File: src/rtl/imem_boot_loader.sv
// Boot loader: receives a framed little-endian program image over a byte stream,
// writes it to instruction memory from address 0 and releases the core on a good checksum.
`timescale 1ns/1ps
module imem_boot_loader #(
    parameter int ADDR_W    = 10,
    parameter int MAX_WORDS = 1024
) (
    input  logic                clk,
    input  logic                rst,
    input  logic                start,
    input  logic                in_valid,
    input  logic [7:0]          in_data,
    output logic                in_ready,
    output logic                mem_we,
    output logic [ADDR_W-1:0]   mem_waddr,
    output logic [31:0]         mem_wdata,
    output logic                cpu_stall,
    output logic                done,
    output logic                error,
    output logic [ADDR_W:0]     words_loaded
);

    typedef enum logic [2:0] {
        IDLE,
        LEN0,
        LEN1,
        DATA,
        CSUM,
        DONE,
        ERR
    } state_t;

    localparam logic [16:0] MAX_LEN = 17'(MAX_WORDS);

    state_t        state;
    state_t        next_state;
    logic [15:0]   len;
    logic [1:0]    lane;
    logic [23:0]   word_buf;
    logic [7:0]    csum;

    logic          accept;
    logic [15:0]   len_n;
    logic          len_bad;
    logic [16:0]   next_count;
    logic          last_word;

    assign in_ready   = (state == LEN0) || (state == LEN1) || (state == DATA) || (state == CSUM);
    assign accept     = in_valid && in_ready;
    assign len_n      = {in_data, len[7:0]};
    assign len_bad    = (len_n == 16'd0) || ({1'b0, len_n} > MAX_LEN);
    assign next_count = 17'(words_loaded) + 17'd1;
    assign last_word  = (next_count == {1'b0, len});

    // Status outputs are pure decodes of the state, so they are sticky until the next start.
    assign done      = (state == DONE);
    assign error     = (state == ERR);
    assign cpu_stall = (state != DONE);

    always_ff @(posedge clk or posedge rst) begin
        if (rst) begin
            state <= IDLE;
        end else begin
            state <= next_state;
        end
    end

    always_comb begin
        next_state = state;
        case (state)
            IDLE, DONE, ERR: begin
                if (start) begin
                    next_state = LEN0;
                end
            end
            LEN0: begin
                if (accept) begin
                    next_state = LEN1;
                end
            end
            LEN1: begin
                if (accept) begin
                    next_state = len_bad ? ERR : DATA;
                end
            end
            DATA: begin
                if (accept && (lane == 2'd3) && last_word) begin
                    next_state = CSUM;
                end
            end
            CSUM: begin
                if (accept) begin
                    next_state = (in_data == csum) ? DONE : ERR;
                end
            end
            default: next_state = IDLE;
        endcase
    end

    // Bytes shift in from the top so that after three bytes word_buf holds {b2, b1, b0};
    // the fourth byte completes the word and is written one cycle after its handshake.
    always_ff @(posedge clk or posedge rst) begin
        if (rst) begin
            len          <= '0;
            lane         <= '0;
            word_buf     <= '0;
            csum         <= '0;
            mem_we       <= 1'b0;
            mem_waddr    <= '0;
            mem_wdata    <= '0;
            words_loaded <= '0;
        end else begin
            mem_we <= 1'b0;
            case (state)
                IDLE, DONE, ERR: begin
                    if (start) begin
                        words_loaded <= '0;
                        csum         <= '0;
                        lane         <= '0;
                    end
                end
                LEN0: begin
                    if (accept) begin
                        len[7:0] <= in_data;
                    end
                end
                LEN1: begin
                    if (accept) begin
                        len[15:8] <= in_data;
                    end
                end
                DATA: begin
                    if (accept) begin
                        csum <= csum ^ in_data;
                        lane <= lane + 2'd1;
                        if (lane == 2'd3) begin
                            mem_we       <= 1'b1;
                            mem_waddr    <= words_loaded[ADDR_W-1:0];
                            mem_wdata    <= {in_data, word_buf};
                            words_loaded <= words_loaded + 1'b1;
                        end else begin
                            word_buf <= {in_data, word_buf[23:8]};
                        end
                    end
                end
                default: ;
            endcase
        end
    end

endmodule
File: config.mk
export PLATFORM = sky130hd
export DESIGN_NAME = imem_boot_loader
export DESIGN_NICKNAME = d
export VERILOG_FILES = /design/src/rtl/imem_boot_loader.sv
export SDC_FILE = /design/constraint.sdc
export NUM_CORES = 1
export LEC_CHECK = 0
export ABC_AREA = 1
export CORE_ASPECT_RATIO = 1.75
export CORE_MARGIN = 5
export CORE_UTILIZATION = 46
export CTS_CLUSTER_DIAMETER = 50
export CTS_CLUSTER_SIZE = 16
export DETAILED_ROUTE_END_ITERATION = 8
export PLACE_DENSITY = 0.7
export SETUP_SLACK_MARGIN = 0.1
export SYNTH_ARGS = -nofsm -noshare
export SYNTH_HDL_FRONTEND = slang
export SYNTH_SLANG_ARGS = --single-unit
File: constraint.sdc
create_clock -name clk -period 3.9 [get_ports clk]
set_input_delay 0.39 -clock clk [delete_from_list [all_inputs] [get_ports clk]]
set_output_delay 0.39 -clock clk [all_outputs]
set_load 0.02 [all_outputs]
==> results.md <==
- Status: completed
- Hold crit path type: register to register
- Max-slew violations: 0
- Synthesized area: 0.00490 mm^2
- Design Power: 3.51 mW
- Clock root buffer: clkbuf_16
- Worst Hold Depth: 2
- Core area: 0.0106 mm^2
- Row count: 50
- DP HPWL: 7.99 mm
- R2R depth: 9
- Final setup skew: 6.51 ps
- WHS: between 400 and 500 ps
- Type of origin of the critical path: register
- Area Growth Syn to Fin: 23.1%
- Ports: 70
- CP Class: register to register
- Post-CTS Resized: 0
- Crit path required time: 4100 ps
- Mapped Nets: 589
- CTS tree: yes
- Die area: 0.0129 mm^2
- Remaining global-route overflow: 0
- Layout filler cell count: 967
- Crit. End Element: register
- Worst Hold Endpoint: mem_wdata[3]
- RR Endpoint: words_loaded[10]
- Most common cell on crit path: nand2_1
- Number of global-route vias before repair: around 4,000
- Min cycle time layout: 2280 ps
- Diode count: 0
- CP max FO: 12
- RSZ-0062 raised after global routing: false
- Slew HR: 0.428
- Gpl congestion: a little over 0.9
- Worst Tran Pin Value: 858 ps
- Initial drt markers: 295
- Pre-antenna DRT Iters: 4
- Die width: 88.1 um
- Fin crit share: 0.585
- Synth cell types: 34
- Commonest non-fill, non-tap cell in the layout: nand2_1
- Avg Cell Area, Syn: 8.53 um^2
- Clk slew on worst S/H paths: 70 ps
- DRC Markers: 0
- Final Hold Viols: 0
- Vias: 3,958
- Crit path largest cell delay: 660 ps
- Layout cells sized above 1: 0.0789
- Post-CTS Setup Bufs: 0
- Main synth FF type: dfrtp_1
- Port buffer count: between 60 and 70
- CP cell instances: inv_4 > nor2_2 > nand2_1 > nand3_2 > nand2_1 > o21ai_2 > o21bai_4 > a21oi_2 > o21ai_0
- R2R Setup Slk: 1620 ps
- Setup TNS: 0 ps
- Max Cap Violations: 0
- Sink Count: 107
- Area occupied by multi-input gates: 0.00186 mm^2
- Leakage power: 2.88 nW
- Initial antenna violation count: 0
- Final WL: between 10 and 15 mm
- # setup viols final: 0
- Worst hold start: word_buf[3]
- Sequential share of the synthesized area: 0.546
- CP Data Arrival Time: 2480 ps
- WL/cell: 14.2 um
- Largest area contributor in the netlist: dfrtp_1
- First-pass GRT wire length: 19.0 mm
- Number of synthesized flops with an enable pin: 0
- Die Y-Extent: 147 um
- R2R Path Start: state[0]
- Max VDD drop: 0.000293 V
- FFs w/ async S/R, synth: 1.00
- Starting Density: 0.464
- Flops & latches, synth: 107
- Synth area leaders: dfrtp_1 (55%), nand2_1 (13%), o21ai_0 (7.1%)
- Clk Latency, worst-skew pair: 350 ps
- Commonest non-fill, non-tap cells in the layout: nand2_1 (174), dfrtp_1 (107), o21ai_0 (70)
- Synth Warn #: 0
- Reg area: 0.00268 mm^2
- F_max: 0.438 GHz
- Slowest cell on the critical path: a21oi_2
- Post-CTS Hold Buffers: 0
- Detail Route Antenna Nets: 0
- CTS H-tree lvls: 3
- Pwr Density: 581 mW/mm^2
- Vias per cell: 5.10
- Final nets: 655
- Yosys top cell area share: 0.546
- TritonCTS buffer count: 9
- Max Buffers Root-to-Sink: 2
- Cell count after synthesis: about 580
- All-Layer GR Usage: 0.185
- Largest net degree at the start of global routing: 70
critical path, delay by kind of cell (launching register included):
kind / cells / cell delay, ps
buf+inv: 1 / 130
flops: 1 / 430
simple gates: 4 / 440
compound gates: 4 / 1120
power breakdown:
part           switching (mW)  leakage, nW  internal [mW]
sequential              0.185         1.45           1.37
combinational           0.591         1.27          0.347
clock                   0.411        0.169          0.607
layout make-up:
| type | instances | share of cell area |
|---|---|---|
| Clock buffer | 11 | 0.0419 |
| Clock inverter | 5 | 0.0147 |
| Inverter | 71 | 0.0450 |
| Multi-Input combinational cell | 379 | 0.308 |
| Sequential cell | 107 | 0.444 |
| Tap cell | 130 | 0.0269 |
| Timing Repair Buffer | 73 | 0.119 |
Yosys cell counts, types with 5 or more instances:
| master | n |
|---|---|
| o21ai_2 | 7 |
| inv_1 | 65 |
| o21ai_1 | 12 |
| nor2_1 | 28 |
| nand2_1 | 174 |
| nand3_1 | 43 |
| clkbuf_1 | 9 |
| o21ai_0 | 70 |
| dfrtp_1 | 107 |
| a22o_1 | 6 |
| xor2_1 | 8 |
| buf_2 | 5 |
| inv_2 | 5 |
per-layer routing:
| metal | up-vias | GRT usage | part of all wire |
|---|---|---|---|
| li1 | 1970 | - | - |
| met1 | 1876 | 0.244 | 0.42 |
| met2 | 90 | 0.300 | 0.51 |
| met3 | 22 | 0.0265 | 0.039 |
| met4 | 0 | 0.0787 | 0.028 |
| met5 | - | 0 | 0 |
sequential cells by signal (all words and copies together), names as in the netlist:
name / count
mem_we: 1
lane: 2
word_buf: 24
state: 3
len: 16
mem_waddr: 10
csum: 8
mem_wdata: 32
words_loaded: 11
kinds of logic after synthesis:
family,Yosys count,synth area share
xor gates and xnor gates,10,0.0179
adders and majority gates,2,0.00510
and+or+nand+nor,264,0.231
buffers and inverters,89,0.0745
DFF,107,0.546
AOI/OAI and AO/OA,103,0.125
worst max-delay path by stage:
stage / from / to / slack, ps / depth (start not counted)
3_3_place_gp: in_valid / mem_wdata[19] / 1630 / 7
4_1_cts: state[0] / words_loaded[10] / 1630 / 9
3_5_place_dp: in_valid / mem_wdata[31] / 1590 / 7
2_1_floorplan: rst / csum[0] / 690 / 1
5_1_grt: state[0] / words_loaded[10] / 1460 / 9
6_report: state[0] / words_loaded[10] / 1620 / 9
through the flow:
stage	instance area, um^2	setup slack (ps)	util	instances
after floorplan	4900	693	-	575
after global placement	5690	1630	0.539	760
after detailed placement	5690	1590	0.539	760
after CTS	6040	1630	0.571	776
after global routing	6040	1460	0.571	776
final	6040	1620	0.571	776
Note: power is estimated with default switching activity, not from simulation.
